===== src/rtl/pps_sram_arbiter.sv =====
// pps_sram_arbiter: shares one external SRAM port between instruction fetch and data access.
// Data has fixed priority; each grant runs a WAIT_CYC-cycle transfer and ends with a one-cycle ack.
module pps_sram_arbiter #(
  parameter int ADDR_W   = 18,
  parameter int WAIT_CYC = 2
) (
  input  logic              clk,
  input  logic              rst,
  input  logic              if_req,
  input  logic [31:0]       if_addr,
  output logic [31:0]       if_rdata,
  output logic              if_ack,
  input  logic              d_req,
  input  logic [3:0]        d_we,
  input  logic [31:0]       d_addr,
  input  logic [31:0]       d_wdata,
  output logic [31:0]       d_rdata,
  output logic              d_ack,
  output logic              stall,
  output logic [ADDR_W-1:0] sram_addr,
  output logic [31:0]       sram_dq_out,
  output logic              sram_dq_oe,
  input  logic [31:0]       sram_dq_in,
  output logic              sram_ce_n,
  output logic              sram_oe_n,
  output logic              sram_we_n,
  output logic [3:0]        sram_be_n
);
  typedef enum logic {IDLE, ACCESS} state_t;
  typedef enum logic {INST, DATA} owner_t;
  state_t state, state_nxt;
  owner_t owner;
  logic [3:0] cnt;
  logic wr, grant_d, grant_i, g_wr, done;
  logic unused;
  assign unused = ^{if_addr[31:ADDR_W+2], if_addr[1:0], d_addr[31:ADDR_W+2], d_addr[1:0]};
  assign stall = (d_req & ~d_ack) | (if_req & ~if_ack);
  always_comb begin
    grant_d = 1'b0;
    grant_i = 1'b0;
    done = 1'b0;
    state_nxt = state;
    if (state == IDLE) begin
      grant_d = d_req & ~d_ack;
      grant_i = ~grant_d & if_req & ~if_ack;
      state_nxt = (grant_d | grant_i) ? ACCESS : IDLE;
    end else begin
      done = cnt == 4'd0;
      state_nxt = done ? IDLE : ACCESS;
    end
    g_wr = grant_d & |d_we;
  end
  always_ff @(posedge clk or negedge rst)
    if (!rst) state <= IDLE;
    else state <= state_nxt;
  always_ff @(posedge clk or negedge rst)
    if (!rst) begin
      owner <= INST;
      wr <= 1'b0;
      cnt <= 4'd0;
      sram_addr <= '0;
      sram_dq_out <= '0;
      sram_dq_oe <= 1'b0;
      sram_ce_n <= 1'b1;
      sram_oe_n <= 1'b1;
      sram_we_n <= 1'b1;
      sram_be_n <= 4'hf;
      if_ack <= 1'b0;
      d_ack <= 1'b0;
      if_rdata <= '0;
      d_rdata <= '0;
    end else begin
      if_ack <= 1'b0;
      d_ack <= 1'b0;
      if (grant_d | grant_i) begin
        owner <= grant_d ? DATA : INST;
        wr <= g_wr;
        cnt <= 4'(WAIT_CYC - 1);
        sram_addr <= grant_d ? d_addr[ADDR_W+1:2] : if_addr[ADDR_W+1:2];
        sram_ce_n <= 1'b0;
        sram_oe_n <= g_wr;
        sram_we_n <= ~g_wr;
        sram_be_n <= g_wr ? ~d_we : 4'h0;
        sram_dq_oe <= g_wr;
        if (g_wr) sram_dq_out <= d_wdata;
      end else if (done) begin
        if (!wr && owner == DATA) d_rdata <= sram_dq_in;
        if (!wr && owner == INST) if_rdata <= sram_dq_in;
        d_ack <= owner == DATA;
        if_ack <= owner == INST;
        sram_ce_n <= 1'b1;
        sram_oe_n <= 1'b1;
        sram_we_n <= 1'b1;
        sram_be_n <= 4'hf;
        sram_dq_oe <= 1'b0;
      end else if (state == ACCESS) begin
        cnt <= cnt - 4'd1;
        // address and data stay driven through the last cycle for SRAM hold time
        if (cnt == 4'd1) sram_we_n <= 1'b1;
      end
    end
endmodule


===== config.mk =====
export PLATFORM = sky130hd
export DESIGN_NAME = pps_sram_arbiter
export DESIGN_NICKNAME = d
export VERILOG_FILES = /design/src/rtl/pps_sram_arbiter.sv
export SDC_FILE = /design/constraint.sdc
export NUM_CORES = 1
export LEC_CHECK = 0
export ABC_CLOCK_PERIOD_IN_PS = 5700
export CORE_UTILIZATION = 43
export DETAILED_ROUTE_END_ITERATION = 6
export PLACE_DENSITY = 0.88
export SYNTH_ARGS = -nofsm -noshare
export SYNTH_HDL_FRONTEND = slang
export SYNTH_SLANG_ARGS = --single-unit

===== constraint.sdc =====
create_clock -name clk -period 5.7 [get_ports clk]
set_input_delay 0.57 -clock clk [delete_from_list [all_inputs] [get_ports clk]]
set_output_delay 0.57 -clock clk [all_outputs]
set_load 0.1 [all_outputs]

==> flow_summary.yaml <==
outcome:
  status: "complete, but fails checks"
  violations: "DRC"
route:
  vias: 4099
  drt_iter0_markers: 215
  antenna_left: 0
  wl_per_cell_um: 16.8
  routed_wl_um: 13600
  dr.pass1.iters: 7
  drc: 14
  via_per_inst: 5.06
place:
  dp_cells: 779
  dp_hpwl_um: 9640
  port_buffers: 232
  finalWeightedCongestion: 0.786
  dp_worst_setup_slack_ps: 2560
global_route:
  globalRouteMet1Util: 0.259
  met2_usage: 0.414
  grt_busiest_layer: "met2"
  antenna_found_initial: 0
  grt_pass1_vias: 4476
  overflow: 0
  grt_pass1_wl_um: 22700
  grt_usage: 0.232
  use_met3: 0.0745
  grt_start_max_net_pins: 68
cells_and_area:
  layout-drive-gt1-share: 0.171
  syn2layout_area_growth_pct: 58.9
  nNetsFinal: 793
  stdcell_count: 810
  antenna_cells: 0
floorplan:
  coreArea_um2: 11600
  dieHeight_um: 112
  io_pins: 261
  die_area_um2: 12600
  row_count: 39
  die_x_um: 112
  start_util: 0.451
yosys:
  synthDistinctLibCells: 37
  synthesis.area_um2: 5230
  syn_inst: 422
  synthesis.nets: 560
  seq_area_frac_synth: 0.628
  synth.avg_cell_area_um2: 12.4
  synth-seq-cells: 131
  yosys_warnings: 0
sta:
  hold_viol: 0
  rsz0062_at_grt: "no"
  setup_viol: 0
  layout_min_cycle_time_ps: 3160
  skew_ps: 4.74
  setup_ws_ps: 2540
  maxSlewViolCount: 0
  relSlewSlack: 0.320
  worst_pin_slew_ps: 1020
  fin_setup_tns_ps: 0
  final_min_period_over_clock_period: 0.554
  max_freq_mhz: 317
cts:
  clock_sinks: 131
  cts_made_buffers: 17
  tritoncts: "done"
  insertion_delay_ps: 400
  cts_setup_buffers: 0
  clockBufferDepth: 2
  path_clk_slew_ps: 50
  cts_root_buf: "clkbuf_16"
  htreeDepth: 4
  postCtsHoldBufs: 0
  cts_resized: 0
worst_setup_path:
  r2r_end: "d_rdata[5]$_DFFE_PN0P_"
  path_class: "input pin to output port"
  critPathLaunch: "d_req"
  rr_worst_depth: 6
  cp.arrival_ps: 2590
  timing.rr.start: "cnt[0]$_DFFE_PN0P_"
  ff2ff_setup_slack_ps: 2970
  cp-end-kind: "output port"
  cp-endpoint: "stall"
  startpoint_type: "input pin"
  required_ps: 5130
  cp_max_fo: 3
flow_run:
  timing.max_cap.violations: 0
hold_path:
  hold_path.class: "input pin to async pin"
[kinds of logic after synthesis]
family	count (synthesis)	share of synthesized area
simple gates	141	0.114
buf+inv	26	0.0282
fa+ha+maj	2	0.00478
flops	131	0.628
mux	65	0.161
compound gates	57	0.0636
[metrics by stage]
| stage | util | hold WS, ps | cell area (um2) |
|---|---|---|---|
| 2_1_floorplan | - | 274 | 5230 |
| 3_3_place_gp | 0.658 | 460 | 7640 |
| 3_5_place_dp | 0.658 | 465 | 7640 |
| 4_1_cts | 0.716 | 284 | 8310 |
| 5_1_grt | 0.716 | 334 | 8310 |
| 6_report | 0.716 | 255 | 8310 |
[cells in the mapped netlist (all sizes together)]
library cell	n	share of area
a21o	1	0.0014
or2	1	0.0012
o311ai	1	0.0017
o31ai	1	0.0014
buf	8	0.015
mux2i	1	0.0019
o22ai	18	0.022
or3	2	0.0024
o21ai	30	0.029
and3	1	0.0012
nand2	121	0.087
nor4	1	0.0012
ha	2	0.0048
nand2b	1	0.0012
dfrtp	124	0.59
o21a	2	0.0029
o41ai	1	0.0017
nor3	3	0.0050
a21oi	1	0.00096
nand3	2	0.0019
a22o	2	0.0033
nor2	4	0.0033
dfstp	7	0.035
clkbuf	15	0.011
inv	3	0.0022
mux2	64	0.16
nor2b	2	0.0024
nor3b	1	0.0024
nand3b	1	0.0038
and2	1	0.0012
[layout by cell type, fill, tap and decap left out, types with 3 or more instances in the layout]
cell,synthesis,final
clkdlybuf4s50_1,0,231
dfrtp_1,124,124
nand2_1,121,121
mux2_2,33,33
mux2_4,30,30
o21ai_0,28,28
o22ai_1,18,18
clkbuf_16,0,17
dfstp_2,7,7
bufinv_16,0,6
buf_4,1,6
clkinv_2,0,5
inv_1,3,3
nor2_1,3,3
clkbuf_8,0,3
[how the worst min path moves through the flow]
stage | cells after the start | startpoint | endpoint | slack (ps)
global placement | 2 | sram_dq_out[15]$_DFFE_PN0P_ | sram_dq_out[15]$_DFFE_PN0P_ | 460
global route | 1 | rst | if_rdata[28]$_DFFE_PN0P_ | 330
finish | 1 | rst | if_rdata[22]$_DFFE_PN0P_ | 260
detailed placement | 2 | sram_dq_out[7]$_DFFE_PN0P_ | sram_dq_out[7]$_DFFE_PN0P_ | 470
floorplan | 0 | rst | cnt[0]$_DFFE_PN0P_ | 270
CTS | 1 | rst | if_rdata[22]$_DFFE_PN0P_ | 280
[routing by layer]
layer | wire length, um | up-vias
met5 | 0 | -
met4 | 232 | 0
met3 | 958 | 22
met2 | 7140 | 165
met1 | 5250 | 2013
li1 | - | 1899
[cell type report]
type / instances / area (um2)
Tap cell: 143 / 179
Fill cell: 800 / 3300
Clock buffer: 20 / 467
Multi-Input combinational cell: 265 / 1810
Sequential cell: 131 / 3290
Inverter: 3 / 11.3
Clock inverter: 11 / 205
Timing Repair Buffer: 237 / 2360
[worst max-delay path, stage by stage]
cell,delay [ps]
clkdlybuf4s50_1,470
nor2b_1,250
or2_2,160
clkdlybuf4s50_1,1130
[registers in the layout (all words and copies together) (netlist names)]
| name | cells |
|---|---|
| d_rdata | 32 |
| if_rdata | 32 |
| sram_dq_out | 32 |
| sram_addr | 18 |
| cnt | 4 |
| sram_be_n | 4 |
| d_ack | 1 |
| if_ack | 1 |
| owner | 1 |
| sram_ce_n | 1 |
| sram_dq_oe | 1 |
| sram_oe_n | 1 |
| sram_we_n | 1 |
| state | 1 |
| wr | 1 |
Power is not shown: default switching activity piles up to over one toggle a cycle in this logic, so the estimate is an artifact.
